[config.mk]
export PLATFORM = sky130hd
export DESIGN_NAME = dac_cmd_queue
export DESIGN_NICKNAME = d
export VERILOG_FILES = /design/src/rtl/dac_pkg.sv /design/src/rtl/sync_fifo.sv /design/src/rtl/dac_cmd_queue.sv
export SDC_FILE = /design/constraint.sdc
export NUM_CORES = 1
export LEC_CHECK = 0
export BUFFER_PORTS_ARGS = -buffer_cell sky130_fd_sc_hd__buf_2
export CAP_MARGIN = 5
export CORE_MARGIN = 4
export CORE_UTILIZATION = 59
export CTS_CLUSTER_SIZE = 10
export DETAILED_ROUTE_END_ITERATION = 10
export PLACE_DENSITY = 0.86
export REMOVE_ABC_BUFFERS = 1
export SLEW_MARGIN = 20
export SYNTH_ARGS = -nofsm -noshare
export SYNTH_HDL_FRONTEND = slang
export SYNTH_HIERARCHICAL = 1
export SYNTH_SLANG_ARGS = --single-unit
[constraint.sdc]
create_clock -name clk -period 5 [get_ports clk]
set_clock_uncertainty 0.15 [all_clocks]
set_input_delay 0.5 -clock clk [delete_from_list [all_inputs] [get_ports clk]]
set_output_delay 0.5 -clock clk [all_outputs]
set_load 0.005 [all_outputs]
[src/rtl/dac_pkg.sv]
// Shared definitions for the DAC command queue: opcodes, FSM states,
// queue entry layout and parameter defaults.
package dac_pkg;

    localparam int DEPTH_DEF   = 8;
    localparam int TIMEOUT_DEF = 32;

    localparam logic [3:0] OP_NONE  = 4'b0000;
    localparam logic [3:0] OP_RESET = 4'b0001;
    localparam logic [3:0] OP_SET   = 4'b0010;

    typedef enum logic [2:0] {
        ST_INIT      = 3'd0,
        ST_IDLE      = 3'd1,
        ST_ISSUE     = 3'd2,
        ST_WAIT_LOW  = 3'd3,
        ST_WAIT_HIGH = 3'd4
    } state_t;

    typedef struct packed {
        logic [1:0]  channel;
        logic [11:0] code;
    } cmd_t;

endpackage

[src/rtl/sync_fifo.sv]
// Single-clock FIFO with synchronous flush. The head entry is visible on
// rdata without a read latency, so a pop can capture it in the same cycle.
module sync_fifo #(
    parameter int DEPTH = 8,
    parameter int WIDTH = 14
) (
    input  logic                     clk,
    input  logic                     rst,
    input  logic                     flush,
    input  logic                     push,
    input  logic                     pop,
    input  logic [WIDTH-1:0]         wdata,
    output logic [WIDTH-1:0]         rdata,
    output logic                     full,
    output logic                     empty,
    output logic [$clog2(DEPTH):0]   count
);

    localparam int AW = $clog2(DEPTH);
    localparam int CW = AW + 1;

    logic [WIDTH-1:0] mem [DEPTH];
    logic [AW-1:0]    wr_ptr;
    logic [AW-1:0]    rd_ptr;
    logic             do_push;
    logic             do_pop;

    // A push into a full FIFO is only accepted when a pop frees a slot
    // in the same cycle; a pop never happens on an empty FIFO.
    assign do_pop  = pop && !empty;
    assign do_push = push && (!full || do_pop);
    assign full    = (count == CW'(DEPTH));
    assign empty   = (count == '0);
    assign rdata   = mem[rd_ptr];

    // Storage write; flush discards whatever is written alongside it.
    always_ff @(posedge clk) begin
        if (do_push && !flush) begin
            mem[wr_ptr] <= wdata;
        end
    end

    // Pointers wrap naturally because DEPTH is a power of two.
    always_ff @(posedge clk or posedge rst) begin
        if (rst) begin
            wr_ptr <= '0;
            rd_ptr <= '0;
            count  <= '0;
        end else if (flush) begin
            wr_ptr <= '0;
            rd_ptr <= '0;
            count  <= '0;
        end else begin
            if (do_push) wr_ptr <= wr_ptr + AW'(1);
            if (do_pop)  rd_ptr <= rd_ptr + AW'(1);
            if (do_push && !do_pop) begin
                count <= count + CW'(1);
            end else if (do_pop && !do_push) begin
                count <= count - CW'(1);
            end
        end
    end

endmodule

[src/rtl/dac_cmd_queue.sv]
// Queues DAC set commands and issues them one at a time, handshaking on a
// ready line that must dip low and return high for each command.
//
// state        | meaning
// ST_INIT      | issue one reset command (held off for one cycle after rst)
// ST_IDLE      | service pending init, or pop next entry when DAC is ready
// ST_ISSUE     | strobe the popped set command for one cycle
// ST_WAIT_LOW  | wait for the DAC to drop ready (bounded by TIMEOUT)
// ST_WAIT_HIGH | wait for the DAC to raise ready again (bounded by TIMEOUT)
module dac_cmd_queue
    import dac_pkg::*;
#(
    parameter int DEPTH   = DEPTH_DEF,
    parameter int TIMEOUT = TIMEOUT_DEF
) (
    input  logic                     clk,
    input  logic                     rst,
    input  logic                     wr_en,
    input  logic [1:0]               wr_channel,
    input  logic [11:0]              wr_code,
    input  logic                     init,
    output logic                     full,
    output logic                     empty,
    output logic [$clog2(DEPTH):0]   count,
    output logic                     busy,
    output logic                     overflow,
    output logic                     err_timeout,
    output logic                     dac_cs,
    output logic [3:0]               dac_op,
    output logic [7:0]               dac_addr,
    output logic [15:0]              dac_data,
    input  logic                     dac_rdy
);

    localparam int TW = $clog2(TIMEOUT + 1);

    state_t        state;
    state_t        next_state;
    logic          armed;
    logic          init_latch;
    logic          init_pend;
    logic          pop;
    logic          flush;
    logic          tmo;
    logic [TW-1:0] tmr;
    cmd_t          head;
    cmd_t          cmd_q;
    cmd_t          wr_cmd;

    assign wr_cmd    = '{channel: wr_channel, code: wr_code};
    assign init_pend = init || init_latch;

    sync_fifo #(
        .DEPTH (DEPTH),
        .WIDTH ($bits(cmd_t))
    ) u_fifo (
        .clk   (clk),
        .rst   (rst),
        .flush (flush),
        .push  (wr_en),
        .pop   (pop),
        .wdata (wr_cmd),
        .rdata (head),
        .full  (full),
        .empty (empty),
        .count (count)
    );

    // Next-state decode, pop/flush requests and timeout detection.
    always_comb begin
        next_state = state;
        pop        = 1'b0;
        flush      = 1'b0;
        tmo        = 1'b0;
        case (state)
            ST_INIT: begin
                if (armed) next_state = ST_WAIT_LOW;
            end
            ST_IDLE: begin
                if (init_pend) begin
                    flush      = 1'b1;
                    next_state = ST_INIT;
                end else if (!empty && dac_rdy) begin
                    pop        = 1'b1;
                    next_state = ST_ISSUE;
                end
            end
            ST_ISSUE: next_state = ST_WAIT_LOW;
            ST_WAIT_LOW: begin
                if (!dac_rdy) begin
                    next_state = ST_WAIT_HIGH;
                end else if (tmr == '0) begin
                    tmo        = 1'b1;
                    next_state = ST_IDLE;
                end
            end
            ST_WAIT_HIGH: begin
                if (dac_rdy) begin
                    next_state = ST_IDLE;
                end else if (tmr == '0) begin
                    tmo        = 1'b1;
                    next_state = ST_IDLE;
                end
            end
            default: next_state = ST_INIT;
        endcase
    end

    // State register; armed keeps the reset strobe out of the reset period
    // so INIT's strobe always lands in the first cycle after release.
    always_ff @(posedge clk or posedge rst) begin
        if (rst) begin
            state <= ST_INIT;
            armed <= 1'b0;
        end else begin
            state <= next_state;
            armed <= 1'b1;
        end
    end

    // Per-state down-counter, reloaded on every state change; terminal
    // count zero means TIMEOUT cycles have been spent in the state.
    always_ff @(posedge clk or posedge rst) begin
        if (rst) begin
            tmr <= TW'(TIMEOUT - 1);
        end else if (next_state != state) begin
            tmr <= TW'(TIMEOUT - 1);
        end else if (tmr != '0) begin
            tmr <= tmr - TW'(1);
        end
    end

    // Init latch and sticky flags; servicing an init clears them all.
    always_ff @(posedge clk or posedge rst) begin
        if (rst) begin
            init_latch  <= 1'b0;
            overflow    <= 1'b0;
            err_timeout <= 1'b0;
        end else if (flush) begin
            init_latch  <= 1'b0;
            overflow    <= 1'b0;
            err_timeout <= 1'b0;
        end else begin
            if (init) init_latch <= 1'b1;
            if (wr_en && full && !pop) overflow <= 1'b1;
            if (tmo) err_timeout <= 1'b1;
        end
    end

    // Capture the popped entry so address/data stay stable while issuing.
    always_ff @(posedge clk or posedge rst) begin
        if (rst) begin
            cmd_q <= '0;
        end else if (pop) begin
            cmd_q <= head;
        end
    end

    assign busy     = (state != ST_IDLE);
    assign dac_cs   = ((state == ST_INIT) && armed) || (state == ST_ISSUE);
    assign dac_op   = (state == ST_ISSUE) ? OP_SET : (dac_cs ? OP_RESET : OP_NONE);
    assign dac_addr = {6'b0, cmd_q.channel};
    assign dac_data = {4'b0, cmd_q.code};

endmodule

==> metrics.cfg <==
[yosys]
synth.distinct_cells=60
synth_area_leader_cell=edfxtp_1
synth_ff_type=edfxtp_1
synthMuxAreaShare_pct=15.05
async_flop_share_pct=24.83
synth_compound_area_share_pct=4.133
synthAdderAreaFrac_pct=1.287
syn_avg_cell_area_um2=16.72
synth-simple-area-share_pct=7.154
ys_top_cells_by_area=edfxtp_1 52%, dfrtp_1 12%, mux4_2 9.8%
synth_top_family_by_area=multiplexers
synthXorXnorAreaFrac_pct=0.9552
synth_warnings=6
synth_edf_count=112
ys_seq_elements=149
synth_top_area_share_pct=52.40
ys_seq_area_share_pct=66.92
synth_area_mm2=0.006419
syn-instance-count=384

[floorplan]
core-area_mm2=0.01046
ios=57
fp.dieW_um=112.3
die_height_um=112.3
rows=37
start_util_pct=61.35
design.die.area_mm2=0.01261

[sta]
finalMaxSlewViolations=0
tns_ns=0
hold_viol_final=0
fin_crit_ns=3.633
slew-limit-headroom_pct=28.52
rsz0062_at_grt=no
max_freq_mhz=275.3
min_period_over_period_pct=72.66
setup_violations=0
tightestPinTransition_ns=1.068

[power_and_ir_drop]
peakVddDrop_v=0.0002977
clkPwrFrac_pct=30.2
power.density_mw_per_mm2=528.7
intPower_mw=2.731
p_sw_mw=1.129
p_leak_nw=2.688
seqPwrFrac_pct=46.1
pwr-share-comb_pct=23.7
swShare_pct=29.26

[setup_path]
cpMaxStageDelayCell=nor4_2
rr_endpoint=u_fifo/mem[4][0]
start_kind=flop
ff2ff_path_depth=9
cp_slowest_stage_delay_ns=0.63
crit_chain=or3_1 > nor2_1 > nor2b_2 > nand3_4 > inv_1 > nand2b_1 > o211ai_1 > nor4_2 > buf_4
r2r_start=u_fifo/count[0]
arrival_ns=3.71
crit_type=flop to flop
cp_max_fo=17
worstPathRequired_ns=5.07
rrSetupSlack_ns=1.37
endpoint_kind=flop

[layout]
final_area_mm2=0.007302
final_common_cell=edfxtp_1
diodes=0
final_cell_mix=112 x edfxtp_1, 44 x buf_2, 31 x dfrtp_1
drive_gt1_share_pct=35.84
instances_no_fill=588
nets=464
fillers=670
areaGrowthSynthToFinish_pct=13.76

[grt]
grt_use_total_pct=20.64
grt_pass1_vias=3585
grt_overflow=0
antenna_found_initial=0
grt_max_degree=31
grt_pass1_wl_um=19480

[worst_hold_path]
min_path_type=input port to flop
holdPathEnd=state[2]
worstHoldStart=dac_rdy
hold_depth=2

[placed_design]
hpwlAfterDp_um=7424
port_buffers=44
place.gp.congestion=0.7792
placedInstanceArea_mm2=0.006729
post-place-cells=555

[clock_tree]
clk_pin_slew_ns=0.06
clkSinkCount=149
insertion_delay_ns=0.52
ctsLongestPathBuffers=2
post_cts_buffers=0
cts-buffers-inserted=17
cts_tree=built
cts_htree_levels=4
cts_resized=0
cts_root_buf=clkbuf_8

[detailed_routing]
ant_nets=0
num_vias=3489
drtPass1Iterations=4
vias_per_cell=5.934
drc=0
avgRoutedWirePerCell_um=20.70
drt_iter0_markers=287
wl_um=12170

[flow_run]
drv_cap=0

[status]
outcome=completed

## worst max-delay path: cells and delay by family (launching register included)
| family | cells | cell delay (ns) |
|---|---|---|
| AND/OR/NAND/NOR | 6 | 1.83 |
| buffers and inverters | 2 | 0.65 |
| flip-flops | 1 | 0.48 |
| AO/OA/AOI/OAI | 1 | 0.23 |
## per-stage QoR
stage	setup WS, ns	utilization (%)	hold slack [ns]	power, mW
after floorplan	1.123	-	0.1902	2.371
after global placement	1.655	64.31	0.3269	2.651
after detailed placement	1.417	64.31	0.3365	2.704
after CTS	1.325	69.77	0.05597	3.902
after global routing	1.125	69.79	0.08343	4.073
final	1.367	69.79	0.09121	3.860
## synthesized netlist by cell type (3+ instances only)
| cell | count |
|---|---|
| nand2_1 | 8 |
| mux2_2 | 25 |
| xor2_1 | 4 |
| nor2_1 | 30 |
| buf_6 | 8 |
| xnor2_1 | 3 |
| dfstp_2 | 5 |
| buf_4 | 13 |
| dfrtp_1 | 32 |
| nand4_1 | 3 |
| nand3_1 | 4 |
| nand2b_1 | 3 |
| nor3_1 | 9 |
| mux4_2 | 28 |
| mux2_1 | 3 |
| nor4b_1 | 3 |
| o211ai_1 | 4 |
| o21ai_0 | 6 |
| a21oi_1 | 6 |
| clkbuf_1 | 4 |
| edfxtp_1 | 112 |
| ha_1 | 5 |
| buf_2 | 6 |
| inv_1 | 13 |
| nand3b_1 | 3 |
## logic make-up after synthesis
kind of cell / after synthesis
adder cells (fa/ha/maj): 6
buffers and inverters: 44
AO/OA/AOI/OAI: 36
multiplexers: 58
other: 2
XOR/XNOR: 7
AND/OR/NAND/NOR: 82
flip-flops: 149
## how the worst max path moves through the flow
stage	slack (ns)	start	cells after the start	end
global placement	1.66	u_fifo/count[0]	9	u_fifo/mem[4][11]
floorplan	1.12	u_fifo/count[0]	8	u_fifo/mem[0][0]
global route	1.13	u_fifo/count[0]	9	u_fifo/mem[4][5]
detailed placement	1.42	u_fifo/count[0]	9	u_fifo/mem[4][13]
finish	1.37	u_fifo/count[0]	9	u_fifo/mem[4][0]
CTS	1.33	u_fifo/count[0]	9	u_fifo/mem[4][12]
## layer usage
| layer | routed length (µm) | vias to the layer above | GRT usage [%] |
|---|---|---|---|
| li1 | - | 1569 | - |
| met2 | 6500 | 115 | 34.84 |
| met3 | 603 | 18 | 6.038 |
| met4 | 203 | 0 | 7.532 |
| met1 | 4861 | 1787 | 25.54 |
| met5 | 0 | - | 0 |
## registers in the layout (all words and copies together) (netlist names)
register       flops
dac_data          12
dac_addr           2
overflow           1
armed              1
u_fifo/wr_ptr      3
u_fifo/rd_ptr      3
err_timeout        1
u_fifo/mem       112
tmr                6
init_latch         1
state              3
u_fifo/count       4
## what timing repair did
action | CTS | global route
endpoints found under the hold margin | 32 | 0
setup endpoints to repair | 0 | 0
hold buffers | 1 | 0
## power groups by stage
stage	sequential (mW)	clock, mW	combinational [mW]
floorplan	1.75	0	0.617
global route	1.81	1.26	1.00
CTS	1.78	1.20	0.926
global placement	1.78	0	0.871
finish	1.78	1.17	0.914
detailed placement	1.80	0	0.903
## area by class of cell
class	instances	area, µm²	area share, %
Sequential cell	149	4299	58.88
Clock buffer	20	455.4	6.237
Inverter	13	48.80	0.6683
Clock inverter	12	105.1	1.439
Tap cell	136	170.2	2.330
Timing Repair Buffer	56	312.8	4.284
Multi-Input combinational cell	202	1911	26.17
No activity file was read; power rests on OpenSTA's default activity.
